<file path="config.mk">
export PLATFORM = sky130hd
export DESIGN_NAME = frame_diff_writer_flat
export DESIGN_NICKNAME = d
export VERILOG_FILES = /design/src/rtl/frame_diff_writer_if.sv /design/src/rtl/frame_diff_writer.sv /design/src/flat_wrapper.sv
export SDC_FILE = /design/constraint.sdc
export NUM_CORES = 1
export LEC_CHECK = 0
export CAP_MARGIN = 10
export CORE_MARGIN = 5
export CORE_UTILIZATION = 50
export DETAILED_ROUTE_END_ITERATION = 6
export PLACE_DENSITY = 0.81
export SETUP_SLACK_MARGIN = 0.1
export SYNTH_ARGS = -nofsm -noshare
export SYNTH_HDL_FRONTEND = slang
export SYNTH_SLANG_ARGS = --single-unit
</file>
<file path="constraint.sdc">
create_clock -name clock -period 3 [get_ports clock]
set_clock_uncertainty 0.2 [all_clocks]
set_input_delay 0.6 -clock clock [delete_from_list [all_inputs] [get_ports clock]]
set_output_delay 0.6 -clock clock [all_outputs]
set_load 0.01 [all_outputs]
</file>
<file path="src/rtl/frame_diff_writer_if.sv">
// frame_diff_writer_if: pixel stream plus prev-image and bdiff RAM ports of the frame differencer.
//   pix_en/pix_x/pix_y/pix_colour : incoming pixel strobe, coordinates and value
//   prev_rdaddress/prev_q         : prev-image read port (q one cycle after address)
//   prev_wraddress/prev_data/prev_wren : prev-image write port
//   bdiff_wraddress/bdiff_data/bdiff_wren : binary-difference write port
//   master = pixel source / RAM side, slave = frame_diff_writer
interface frame_diff_writer_if #(
    parameter int COLOUR_WIDTH = 3,
    parameter int ADDR_WIDTH   = 17
);
    logic                    pix_en;
    logic [8:0]              pix_x;
    logic [7:0]              pix_y;
    logic [COLOUR_WIDTH-1:0] pix_colour;
    logic [ADDR_WIDTH-1:0]   prev_rdaddress;
    logic [COLOUR_WIDTH-1:0] prev_q;
    logic [ADDR_WIDTH-1:0]   prev_wraddress;
    logic [COLOUR_WIDTH-1:0] prev_data;
    logic                    prev_wren;
    logic [ADDR_WIDTH-1:0]   bdiff_wraddress;
    logic                    bdiff_data;
    logic                    bdiff_wren;

    modport master (
        output pix_en, pix_x, pix_y, pix_colour, prev_q,
        input  prev_rdaddress, prev_wraddress, prev_data, prev_wren,
        input  bdiff_wraddress, bdiff_data, bdiff_wren
    );

    modport slave (
        input  pix_en, pix_x, pix_y, pix_colour, prev_q,
        output prev_rdaddress, prev_wraddress, prev_data, prev_wren,
        output bdiff_wraddress, bdiff_data, bdiff_wren
    );
endinterface

</file>
<file path="src/rtl/frame_diff_writer.sv">
// frame_diff_writer: 3-stage pipeline comparing each pixel against the previous frame and writing bdiff flags.
//   clock, resetn (async, active low)
//   bus         : pixel stream in, prev-image RAM read/write, bdiff RAM write
//   diff_mode   : 1 = flag on any mismatch, 0 = flag = previous-frame bit chan_sel
//   chan_sel    : bit index for debug view (out-of-range index gives 0)
//   diff_count  : flagged-pixel total of the last completed frame
//   frame_done  : one-cycle pulse after the last pixel of a frame is written
//   frame_valid : high once a full frame has populated the prev-image RAM
module frame_diff_writer #(
    parameter int IMAGE_W      = 320,
    parameter int IMAGE_H      = 240,
    parameter int COLOUR_WIDTH = 3,
    parameter int ADDR_WIDTH   = 17
) (
    input  logic                  clock,
    input  logic                  resetn,
    frame_diff_writer_if.slave    bus,
    input  logic                  diff_mode,
    input  logic [1:0]            chan_sel,
    output logic [ADDR_WIDTH-1:0] diff_count,
    output logic                  frame_done,
    output logic                  frame_valid
);
    localparam logic [ADDR_WIDTH-1:0] LAST_ADDR = ADDR_WIDTH'(IMAGE_W * IMAGE_H - 1);

    logic                    accept;
    logic [ADDR_WIDTH-1:0]   addr_in;
    logic                    s0_valid;
    logic [ADDR_WIDTH-1:0]   s0_addr;
    logic [COLOUR_WIDTH-1:0] s0_colour;
    logic                    s1_valid;
    logic [ADDR_WIDTH-1:0]   s1_addr;
    logic [COLOUR_WIDTH-1:0] s1_colour;
    logic                    wren;
    logic [ADDR_WIDTH-1:0]   wr_addr;
    logic [COLOUR_WIDTH-1:0] wr_colour;
    logic                    wr_flag;
    logic [COLOUR_WIDTH-1:0] prev_val;
    logic [COLOUR_WIDTH-1:0] prev_shift;
    logic                    flag;
    logic                    last_write;
    logic [ADDR_WIDTH-1:0]   run_count;
    logic [ADDR_WIDTH-1:0]   count_sum;

    assign bus.prev_rdaddress  = s0_addr;
    assign bus.prev_wraddress  = wr_addr;
    assign bus.prev_data       = wr_colour;
    assign bus.prev_wren       = wren;
    assign bus.bdiff_wraddress = wr_addr;
    assign bus.bdiff_data      = wr_flag;
    assign bus.bdiff_wren      = wren;

    always_comb begin
        accept     = bus.pix_en && (32'(bus.pix_x) < IMAGE_W) && (32'(bus.pix_y) < IMAGE_H);
        addr_in    = ADDR_WIDTH'(32'(bus.pix_y) * IMAGE_W + 32'(bus.pix_x));
        // The write now on the RAM port lands after this stage's read was sampled, so bypass it.
        prev_val   = (wren && wr_addr == s1_addr) ? wr_colour : bus.prev_q;
        // Shifting rather than indexing makes chan_sel >= COLOUR_WIDTH read as 0.
        prev_shift = prev_val >> chan_sel;
        flag       = frame_valid && (diff_mode ? (prev_val != s1_colour) : prev_shift[0]);
        last_write = wren && wr_addr == LAST_ADDR;
        count_sum  = (wr_flag && !(&run_count)) ? run_count + ADDR_WIDTH'(1) : run_count;
    end

    always_ff @(posedge clock or negedge resetn) begin
        if (!resetn) begin
            s0_valid    <= 1'b0;
            s0_addr     <= '0;
            s0_colour   <= '0;
            s1_valid    <= 1'b0;
            s1_addr     <= '0;
            s1_colour   <= '0;
            wren        <= 1'b0;
            wr_addr     <= '0;
            wr_colour   <= '0;
            wr_flag     <= 1'b0;
            run_count   <= '0;
            diff_count  <= '0;
            frame_done  <= 1'b0;
            frame_valid <= 1'b0;
        end else begin
            s0_valid <= accept;
            if (accept) begin
                s0_addr   <= addr_in;
                s0_colour <= bus.pix_colour;
            end
            s1_valid  <= s0_valid;
            s1_addr   <= s0_addr;
            s1_colour <= s0_colour;
            wren      <= s1_valid;
            wr_flag   <= s1_valid && flag;
            if (s1_valid) begin
                wr_addr   <= s1_addr;
                wr_colour <= s1_colour;
            end
            frame_done <= last_write;
            if (last_write) begin
                diff_count  <= count_sum;
                run_count   <= '0;
                frame_valid <= 1'b1;
            end else begin
                run_count <= count_sum;
            end
        end
    end
endmodule

</file>
<file path="src/flat_wrapper.sv">
// flat-port wrapper written by rule: the top's interface ports become plain ports
module frame_diff_writer_flat 
#(
    parameter int IMAGE_W      = 320,
    parameter int IMAGE_H      = 240,
    parameter int COLOUR_WIDTH = 3,
    parameter int ADDR_WIDTH   = 17
)
  (clock, resetn, diff_mode, chan_sel, diff_count, frame_done, frame_valid, bus_pix_en, bus_pix_x, bus_pix_y, bus_pix_colour, bus_prev_q, bus_prev_rdaddress, bus_prev_wraddress, bus_prev_data, bus_prev_wren, bus_bdiff_wraddress, bus_bdiff_data, bus_bdiff_wren);
  frame_diff_writer_if #(.COLOUR_WIDTH(COLOUR_WIDTH), .ADDR_WIDTH(ADDR_WIDTH)) bus_i ();
  input  logic clock;
  input  logic resetn;
  input  logic diff_mode;
  input  logic [1:0] chan_sel;
  output logic [ADDR_WIDTH-1:0] diff_count;
  output logic frame_done;
  output logic frame_valid;
  input wire logic [$bits(bus_i.pix_en)-1:0] bus_pix_en;
  input wire logic [$bits(bus_i.pix_x)-1:0] bus_pix_x;
  input wire logic [$bits(bus_i.pix_y)-1:0] bus_pix_y;
  input wire logic [$bits(bus_i.pix_colour)-1:0] bus_pix_colour;
  input wire logic [$bits(bus_i.prev_q)-1:0] bus_prev_q;
  output wire logic [$bits(bus_i.prev_rdaddress)-1:0] bus_prev_rdaddress;
  output wire logic [$bits(bus_i.prev_wraddress)-1:0] bus_prev_wraddress;
  output wire logic [$bits(bus_i.prev_data)-1:0] bus_prev_data;
  output wire logic [$bits(bus_i.prev_wren)-1:0] bus_prev_wren;
  output wire logic [$bits(bus_i.bdiff_wraddress)-1:0] bus_bdiff_wraddress;
  output wire logic [$bits(bus_i.bdiff_data)-1:0] bus_bdiff_data;
  output wire logic [$bits(bus_i.bdiff_wren)-1:0] bus_bdiff_wren;
  assign bus_i.pix_en = bus_pix_en;
  assign bus_i.pix_x = bus_pix_x;
  assign bus_i.pix_y = bus_pix_y;
  assign bus_i.pix_colour = bus_pix_colour;
  assign bus_i.prev_q = bus_prev_q;
  assign bus_prev_rdaddress = bus_i.prev_rdaddress;
  assign bus_prev_wraddress = bus_i.prev_wraddress;
  assign bus_prev_data = bus_i.prev_data;
  assign bus_prev_wren = bus_i.prev_wren;
  assign bus_bdiff_wraddress = bus_i.bdiff_wraddress;
  assign bus_bdiff_data = bus_i.bdiff_data;
  assign bus_bdiff_wren = bus_i.bdiff_wren;
  frame_diff_writer #(.IMAGE_W(IMAGE_W), .IMAGE_H(IMAGE_H), .COLOUR_WIDTH(COLOUR_WIDTH), .ADDR_WIDTH(ADDR_WIDTH)) u_core (.clock(clock), .resetn(resetn), .bus(bus_i), .diff_mode(diff_mode), .chan_sel(chan_sel), .diff_count(diff_count), .frame_done(frame_done), .frame_valid(frame_valid));
endmodule
</file>
After elaboration in Yosys (flattened, before gate mapping)
Cells that the tools add are included.
{ "word_totals": {"regBits": 100, "latch_bits": 0, "ram_bits": 0, "romBits": 0, "inputBits": 29, "output_inout_bits": 76, "word_cells": 36, "n_memories": 0} }
{ "classes": {"add_sub_neg": 2, "multipliers": 1, "div_mod_pow": 0, "n_lt_le_gt_ge": 2, "n_eq_ne": 3, "shifts": 1, "mux": 4, "n_bitwise": 0, "reduce_logical": 9} }
{ "ops": {"columns": ["operator", "n"], "rows": [
  ["17-bit two-way mux", 2],
  ["17-bit by 1-bit adder with 17-bit output, second input constant", 1],
  ["17-bit by 9-bit adder with 17-bit output", 1],
  ["17-bit == test", 1],
  ["17-bit == test, second input constant", 1],
  ["17-bit AND reduction", 1],
  ["8-bit by 3-bit multiplier with 11-bit output, second input constant", 1],
  ["9-bit < comparator, second input constant", 1],
  ["8-bit < comparator, second input constant", 1],
  ["1-bit logical AND", 7],
  ["3-bit two-way mux", 1],
  ["3-bit != test", 1],
  ["3-bit by 2-bit >> shifter with 1-bit output", 1],
  ["1-bit zero test", 1],
  ["1-bit two-way mux", 1]
]} }

Depth between registers and ports, before layout
Gate-level depths: netlist of the first run.
{ "depth": {"word_depth": 7, "ltp_mapped": 13, "ltp_nobuf": 12} }

Worst setup path after synthesis of the first run
OpenSTA, ideal clock, no wires.
{ "synth_timing": {"kind": "input-to-reg", "start": "input port bus_pix_y[1]", "end": "register u_core.s0_addr[14] (netlist: u_core.bus.prev_rdaddress[14])", "setup_ps": 130, "arrival_time_ps": 2517, "required_ps": 2670, "path_slack_ps": 153, "path_stages": 10, "path_buffers": 0, "path_cell_list": "ha_1 ha_1 fa_1 a21o_1 a21oi_1 xnor2_1 nand4_1 nor2_1 xnor2_1 o21ai_1"} }
{ "synth_via": {"elab_chain_cells": 2, "word_cells_on_any_way": 4, "classes_between": "add/sub (1); mul (1); order compare (1); reduce/logical (1)"} }
{ "synth_lines": {"columns": ["item", "line", "rtl"], "rows": [
  ["start: declaration", "flat_wrapper.sv:20", "input wire logic [$bits(bus_i.pix_y)-1:0] bus_pix_y;"],
  ["8-bit by 3-bit multiplier with 11-bit output / 8-bit < comparator (equally long branches)", "frame_diff_writer.sv:55, frame_diff_writer.sv:54", null],
  ["17-bit by 9-bit adder with 17-bit output / 1-bit logical AND (equally long branches)", "frame_diff_writer.sv:55, frame_diff_writer.sv:54", null],
  ["end signal: assignment", "frame_diff_writer.sv:84", "s0_addr <= addr_in;"],
  ["end: declaration", "frame_diff_writer.sv:29", "logic [ADDR_WIDTH-1:0] s0_addr;"]
]} }
Several ways; a longest one is shown, not always the timed one.
A chain may end at the register's enable or synchronous reset.

Worst setup path after layout of the first run
{ "layout_timing": {"start": "input port bus_pix_y[4]", "end": "register u_core.s0_addr[15] (netlist: u_core.bus.prev_rdaddress[15])"} }
Same word-level chain as after synthesis.

==> flow_summary.ini, run 1 <==
[outcome]
status = completed

[worst_setup_path]
cp_max_fo = 2
worstPathRequired_ns = 3.04
cp-end-kind = flop
crit_type = input pin to flop
cp.arrival_ns = 2.90
setup.worst_path.start_class = input pin

[clock_tree]
cts.sinks = 100
cts_hold_buf = 0
cts_buffers = 9
clock-root-buffer = clkbuf_8
insertion_delay_ns = 0.36
htree_levels = 3
clkSlewWorstSetupHoldPaths_ns = 0.10
cts_tree = done
cts_max_path_buffers = 2

[yosys]
ys_seq_elements = 100
synth_fp_nets = 469
ys_types = 41
synth_seq_area_share = 0.5438
synth_edf_count = 0
postSynthCellCount = 421
syn_area_per_cell_um2 = 10.93
synthArstFlopShare = 1.000
syn_area_um2 = 4602
ys.flop_type = dfrtp_1
yosysWarnings = 0

[timing]
period_minus_slack_ns = 2.859
tightestPinTransition_ns = 0.9343
rsz0062_at_grt = no
slew_violations = 0
whs_ns = 0.02349
final-hold-violation-count = 0
tns_ns = 0
fin_crit_sh = 0.9531
maxSlewHeadroom = 0.3772
final.setup.worst_slack_ns = 0.1406
clock.fmax_mhz = 349.7
setup_viol = 0

[global_route]
grt_pass1_vias = 3460
grt_pass1_wl_mm = 16.61
grt_max_degree = 45
overflow = 0
grt_usage = 0.1860
antenna_found_initial = 0

[routing]
drtIter0Drc = 133
wirelength_mm = 10.20
avgViaCountPerCell = 5.173
avgRoutedWirePerCell_um = 15.91
final_antenna_net_count = 0
vias = 3316
drc = 0
first_pass_iters = 4

[final_layout]
seq_area_um2 = 2502
drive_gt1_frac = 0.1509
multiInputGateArea_um2 = 1983
diodes = 0
final_cell_mix = 100 x dfrtp_1, 99 x clkdlybuf4s50_1, 53 x nand2_1, 42 x nor2_1, 28 x xor2_1
fin_cells = 641
nFillCells = 706
syn_to_final_growth_pct = 31.97
mostFrequentLayoutCell = dfrtp_1
fin_nets = 573

[power]
p_leak_uw = 0.002840
powerDensity_nw_per_um2 = 607.4
p_total_uw = 3689
ir_drop_uv = 323.8

[job]
maxCapViolCount = 0

[floorplanning]
die_w_um = 105.9
core-area_um2 = 9109
io_pins = 105
initial_core_util = 0.5052
die_height_um = 105.9
dieArea_um2 = 11220
rows = 35

[place]
place_hpwl_mm = 7.552
gp_congestion = 0.8011
dpl_worst_slack_ns = -0.5040
portBuffers = 104
dp.cells = 622

[hold_path]
min_path_type = input pin to asynchronous set/reset pin
synthesized netlist by cell type, types with 4 or more instances:
master	instances	share of area
nand2b_1	4	0.0054
buf_4	18	0.029
nand4_1	6	0.0082
inv_1	8	0.0065
xor2_1	29	0.055
mux2_2	20	0.049
a21oi_1	26	0.028
and3_1	8	0.011
dfrtp_1	100	0.54
xnor2_1	17	0.032
ha_1	17	0.046
clkbuf_1	11	0.0090
nand2_1	53	0.043
o21ai_0	10	0.011
nor2_1	44	0.036
nand3_1	9	0.0098
cells by family after synthesis:
| family | after synthesis | share of synthesized area |
|---|---|---|
| mux | 23 | 0.05547 |
| xor+xnor | 46 | 0.08755 |
| simple gates | 143 | 0.1479 |
| flops | 100 | 0.5438 |
| buf+inv | 39 | 0.04704 |
| fa+ha+maj | 19 | 0.05492 |
| compound gates | 51 | 0.06335 |
routing by layer:
metal / wire [µm] / share of wire / GRT usage
met5: 0 / 0 / 0
met2: 5388 / 0.53 / 0.3315
met3: 505 / 0.050 / 0.04311
met1: 4177 / 0.41 / 0.2190
met4: 129 / 0.013 / 0.06846
final cells by class:
cell class / instances / share of cell area
Inverter: 8 / 0.004944
Multi-Input combinational cell: 282 / 0.3265
Tap cell: 111 / 0.02287
Sequential cell: 100 / 0.4120
Clock inverter: 6 / 0.01360
Timing Repair Buffer: 124 / 0.1974
Clock buffer: 10 / 0.02266
metrics by stage:
stage / area [µm²] / utilization
global placement: 5720 / 0.6280
floorplan: 4602 / -
CTS: 5967 / 0.6551
global route: 6073 / 0.6668
detailed placement: 5720 / 0.6280
finish: 6073 / 0.6668
final timing paths:
| kind | startpoint | to | slack [ns] | cells after the start |
|---|---|---|---|---|
| worst min register to register | u_core.s0_valid | u_core.s1_valid | 0.16 | 0 |
| min in group clock | u_core.s0_valid | u_core.s1_valid | 0.16 | 0 |
| worst max register to register | u_core.run_count[9] | u_core.diff_count[15] | 0.29 | 12 |
| worst max-delay path | bus_pix_y[4] | u_core.bus.prev_rdaddress[15] | 0.14 | 10 |
| worst min-delay path | resetn | u_core.diff_count[2] | 0.02 | 1 |
| max in group asynchronous | resetn | u_core.run_count[16] | 1.90 | 2 |
flip-flops by register name, summed over array words and instances (netlist names), 3 cells and up:
name and count:
u_core.bus.prev_data 3, u_core.s1_colour 3, u_core.s1_addr 17, u_core.bus.bdiff_wraddress 17, u_core.run_count 17, u_core.diff_count 17, u_core.s0_colour 3, u_core.bus.prev_rdaddress 17
power by group:
part	total, µW	internal, µW	switching (µW)	leakage (µW)
clock	899	426	474	0.000108
combinational	1050	605	443	0.00143
sequential	1740	1530	209	0.00130
critical path, cell delays in order:
cell	delay, ns
clkdlybuf4s50_1	0.52
ha_4	0.23
fa_2	0.39
a21o_1	0.20
a21oi_2	0.18
xnor2_1	0.19
nand4_1	0.20
nor2_2	0.17
a211o_1	0.15
nand3_1	0.07
repair_timing:
action                     in CTS  in global routing
resized for setup               7                 15
gates cloned                    0                  0
setup buffers                   0                  3
setup endpoints to repair       3                 10
pin swaps                       6                  8
Power figures use the tool's default switching activity.
==> inputs of run 2 (changes only) <==
--- a/config.mk
+++ b/config.mk
@@ -5,12 +5,14 @@
 export SDC_FILE = /design/constraint.sdc
 export NUM_CORES = 1
 export LEC_CHECK = 0
+export ABC_AREA = 1
 export CAP_MARGIN = 10
 export CORE_MARGIN = 5
-export CORE_UTILIZATION = 50
+export CORE_UTILIZATION = 51
 export DETAILED_ROUTE_END_ITERATION = 6
 export PLACE_DENSITY = 0.81
 export SETUP_SLACK_MARGIN = 0.1
+export SKIP_CTS_REPAIR_TIMING = 1
 export SYNTH_ARGS = -nofsm -noshare
 export SYNTH_HDL_FRONTEND = slang
 export SYNTH_SLANG_ARGS = --single-unit
==> flow_summary.ini, run 2 <==
[place]
post_dp_cell_area_um2 = 5937
place_hpwl_mm = 8.063
portBuffers = 104
gp_congestion = 0.8699

[clock_tree]
cts_max_path_buffers = 2
clkSlewWorstSetupHoldPaths_ns = 0.09
cts_tree = done
clock-root-buffer = clkbuf_8
cts_buffers = 9
insertion_delay_ns = 0.35
cts.sinks = 100
htree_levels = 3

[timing]
setup_viol = 0
tightestPinTransition_ns = 0.6224
slew_violations = 0
tns_ns = 0
whs_ns = 0.05813
period_minus_slack_ns = 2.908
fin_crit_sh = 0.9692
final-hold-violation-count = 0
rsz0062_at_grt = yes
clock.fmax_mhz = 343.9
maxSlewHeadroom = 0.5851

[routing]
drtIter0Drc = 140
final_antenna_net_count = 0
drc = 0
wirelength_mm = 10.98
vias = 3800
avgRoutedWirePerCell_um = 14.02
avgViaCountPerCell = 4.853
first_pass_iters = 4

[worst_setup_path]
cp_max_fo = 2
crit_type = input pin to flop
cp.arrival_ns = 3.00
cp-end-kind = flop
worstPathRequired_ns = 3.09
rrSetupSlack_ns = 0.44
setup.worst_path.start_class = input pin
reg2reg_depth = 14
timing.rr.start = u_core.run_count[0]
timing.rr.end = u_core.run_count[13]

[final_layout]
drive_gt1_frac = 0.08563
fin_nets = 697
mostFrequentLayoutCell = nand2_1
syn_to_final_growth_pct = 28.64
design_area_um2 = 6227
final_cell_mix = 162 x nand2_1, 103 x clkdlybuf4s50_1, 100 x dfrtp_1, 62 x inv_1, 46 x nor2_1
diodes = 0
fin_util = 0.6739

[yosys]
ys.flop_type = dfrtp_1
netlist_top_cells_count = 163 x nand2_1, 100 x dfrtp_1, 63 x inv_1, 49 x nor2_1, 40 x o21ai_0
yosys.area.top_type = dfrtp_1
ys_seq_elements = 100
syn_area_per_cell_um2 = 8.754
yosysWarnings = 0
postSynthCellCount = 553
yosys-top-cells-area = dfrtp_1 52%, nand2_1 13%, inv_1 4.9%
synth_edf_count = 0
synth_top_area_frac = 0.5169
synthArstFlopShare = 1.000
synth_seq_area_share = 0.5169
ys_types = 37
synth_fp_nets = 601
syn_area_um2 = 4841
synth.most_common_cell = nand2_1

[floorplanning]
rows = 35
io_pins = 105
core-area_um2 = 9240
dieArea_um2 = 11540
die_w_um = 107.4
die_height_um = 107.4
initial_core_util = 0.5239

[global_route]
grt_max_degree = 54
overflow = 0
grt_pass1_wl_mm = 18.17
antenna_found_initial = 0
grt_pass1_vias = 3875
grt_usage = 0.1952

[outcome]
status = completed

[job]
maxCapViolCount = 0

[hold_path]
min_path_type = input pin to asynchronous set/reset pin

[power]
p_total_uw = 3557
p_leak_uw = 0.003066
powerDensity_nw_per_um2 = 571.2
ir_drop_uv = 292.5
[run 2: stage by stage]
step,cells,setup slack (ns)
global placement,765,-0.1302
CTS,781,0.1306
global route,783,-0.06175
finish,783,0.09236
detailed placement,765,-0.2358
floorplan,553,0.4390
[run 2: layout make-up]
class / count / area (µm²)
tap: 129 / 161.4
inverter: 64 / 240.2
clock buffer: 9 / 123.9
timing repair buffer: 115 / 1134
sequential: 100 / 2502
fill: 750 / 3013
multi-input combinational: 359 / 1962
clock inverter: 7 / 103.9
[run 2: power breakdown]
part           total [µW]  switching (µW)  internal, µW
Sequential           1680             170          1510
Clock                 954             473           482
Combinational         921             441           480
Total                3560            1080          2470
[run 2: per-layer routing]
layer	vias up	global-route usage	part of all wire
li1	1897	-	-
met1	1802	0.2472	0.43
met2	92	0.3369	0.50
met3	9	0.05099	0.061
met4	0	0.04328	0.010
met5	-	0	0
[run 2: worst max-delay path: stages]
cell             delay (ns)
clkdlybuf4s50_1        0.43
ha_1                   0.32
ha_2                   0.21
fa_2                   0.36
xor2_1                 0.27
buf_4                  0.17
nand2_1                0.08
nor2_2                 0.11
nand2_1                0.08
nor2_1                 0.12
nand2_1                0.06
nand2_1                0.05
nand2_1                0.05
nand2_1                0.07
[run 2: cells by family after synthesis]
kind of cell             Yosys count  synth area share
AO/OA/AOI/OAI                     57           0.06307
XOR/XNOR                          25           0.04678
buffers and inverters             94           0.08762
flip-flops                       100            0.5169
AND/OR/NAND/NOR                  254            0.2246
adder cells (fa/ha/maj)           19           0.05221
multiplexers                       4          0.008788
[run 2: worst max path at each step]
stage / start / endpoint / cells past startpoint
6_report: bus_pix_y[3] / u_core.bus.prev_rdaddress[16] / 14
5_1_grt: bus_pix_y[3] / u_core.bus.prev_rdaddress[15] / 14
4_1_cts: bus_pix_y[3] / u_core.bus.prev_rdaddress[15] / 15
3_5_place_dp: bus_pix_y[1] / u_core.bus.prev_rdaddress[15] / 14
3_3_place_gp: bus_pix_y[1] / u_core.bus.prev_rdaddress[16] / 14
2_1_floorplan: bus_pix_y[1] / u_core.bus.prev_rdaddress[16] / 13
==> inputs of run 3 (changes only) <==
--- a/config.mk
+++ b/config.mk
@@ -10,7 +10,7 @@
 export CORE_MARGIN = 5
 export CORE_UTILIZATION = 51
 export DETAILED_ROUTE_END_ITERATION = 6
-export PLACE_DENSITY = 0.81
+export PLACE_DENSITY_LB_ADDON = 0.25
 export SETUP_SLACK_MARGIN = 0.1
 export SKIP_CTS_REPAIR_TIMING = 1
 export SYNTH_ARGS = -nofsm -noshare
==> flow_summary.ini, run 3 (synthesized netlist as in run 2, its figures left out) <==
[outcome]
status = complete, but fails checks
violations = hold timing

[clock_tree]
cts_buffers = 9
cts_max_path_buffers = 2
clock-root-buffer = clkbuf_8
clkSlewWorstSetupHoldPaths_ns = 0.10
cts_tree = done
cts.sinks = 100
insertion_delay_ns = 0.37
htree_levels = 3

[place]
post_dp_cell_area_um2 = 5959
dpl_worst_slack_ns = -0.2466
portBuffers = 104
place_hpwl_mm = 7.939
gp_congestion = 0.8447

[timing]
fin_crit_sh = 0.9267
whs_ns = -0.003405
tns_ns = 0
final-hold-violation-count = 7
clock.fmax_mhz = 359.7
tightestPinTransition_ns = 0.8389
period_minus_slack_ns = 2.780
final.setup.worst_slack_ns = 0.2199
slew_violations = 0
maxSlewHeadroom = 0.4407
setup_viol = 0

[final_layout]
final_cell_mix = 162 x nand2_1, 101 x clkdlybuf4s50_1, 100 x dfrtp_1, 63 x inv_1, 47 x nor2_1
fin_util = 0.6708
syn_to_final_growth_pct = 28.04
design_area_um2 = 6198
mostFrequentLayoutCell = nand2_1
nFillCells = 752
diodes = 0
fin_nets = 700
multiInputGateArea_um2 = 1959
seq_area_um2 = 2502
drive_gt1_frac = 0.08524

[worst_setup_path]
cp-end-kind = flop
critPathBufInv = 2
max_stage_delay_ns = 0.52
cp.depth = 15
path_delay_family = simple AND/OR/NAND/NOR gates
startpoint = bus_pix_y[0]
path_cells = clkdlybuf4s50_1, ha_1, inv_1, fa_1, nor2_1, o21ai_0, nor2_2, nand2_2, nor2_2, nand2_1, nor2_1, nand2_1, nand2_1, nand2_1, nand2_1
crit_path_frequent_cell = nand2_1
cp_max_fo = 2
reg2reg_depth = 15
cp.arrival_ns = 2.87
timing.rr.start = u_core.run_count[9]
critPathSlowestCell = clkdlybuf4s50_1
timing.rr.end = u_core.diff_count[14]
cp-endpoint = u_core.bus.prev_rdaddress[16]
rrSetupSlack_ns = 0.40
crit_type = input pin to flop
setup.worst_path.start_class = input pin
worstPathRequired_ns = 3.09

[floorplanning]
initial_core_util = 0.5239
core-area_um2 = 9240
dieArea_um2 = 11540
rows = 35
die_w_um = 107.4
die_height_um = 107.4
io_pins = 105

[power]
powerDensity_nw_per_um2 = 544.6
ir_drop_uv = 237.5
p_leak_uw = 0.003067

[routing]
drtIter0Drc = 147
final_antenna_net_count = 0
avgRoutedWirePerCell_um = 13.60
wirelength_mm = 10.69
avgViaCountPerCell = 4.837
vias = 3802
first_pass_iters = 4
drc = 0

[global_route]
grt_max_degree = 63
grt_usage = 0.1935
overflow = 0
grt_pass1_vias = 3907
antenna_found_initial = 0
grt_pass1_wl_mm = 17.79

[hold_path]
min_path_type = input pin to asynchronous set/reset pin

[job]
maxCapViolCount = 0
-- run 3: changes by cell type in the layout (fill, tap and decap cells not counted), moves of 2 or more --
cell             delta
clkinvlp_4          +2
buf_4               +3
dlymetal6s2s_1      +2
clkinv_4            -2
clkdlybuf4s50_1     -2
bufinv_16           -2
-- run 3: metrics by stage --
stage | total power (µW) | std cells | hold slack (ns)
2_1_floorplan | 2151 | 553 | 0.1044
3_3_place_gp | 2574 | 768 | 0.1330
3_5_place_dp | 2612 | 768 | 0.1347
4_1_cts | 3391 | 784 | 0.0009496
5_1_grt | 3588 | 786 | 0.01628
6_report | 3376 | 786 | -0.003405
-- run 3: metal layers --
metal  vias to the layer above  GRT usage  share of wire
li1                       1901          -              -
met1                      1800     0.2453           0.44
met2                        88     0.3262           0.49
met3                        13    0.04259          0.056
met4                         0    0.07033          0.016
met5                         -          0              0
-- run 3: worst min path at each step --
stage	start	to	slack, ns
after floorplan	resetn	u_core.bus.bdiff_data	0.10
after global placement	u_core.s0_valid	u_core.s1_valid	0.13
after detailed placement	u_core.s0_valid	u_core.s1_valid	0.13
after CTS	resetn	u_core.diff_count[1]	0.0009
after global routing	resetn	u_core.diff_count[2]	0.02
final	resetn	u_core.run_count[14]	-0.003
-- run 3: layout make-up --
type | instances | share of cell area
clock inverter | 6 | 0.007469
sequential | 100 | 0.4037
multi-input combinational | 359 | 0.3161
inverter | 64 | 0.03876
timing repair buffer | 118 | 0.1873
tap | 129 | 0.02604
clock buffer | 10 | 0.02059
-- run 3: report_power, final --
part | internal [µW] | leakage (µW) | switching, µW
clock network | 310 | 0.0000837 | 474
logic | 480 | 0.00168 | 432
registers | 1510 | 0.00130 | 169
total | 2300 | 0.00307 | 1070
-- run 3: worst register-to-register path: cells and delay by family, from the launching register on --
kind,cells,cell delay (ns)
simple gates,11,1.31
flops,1,0.42
xor+xnor,1,0.23
fa+ha+maj,1,0.19
compound gates,1,0.08
buf+inv,1,0.04
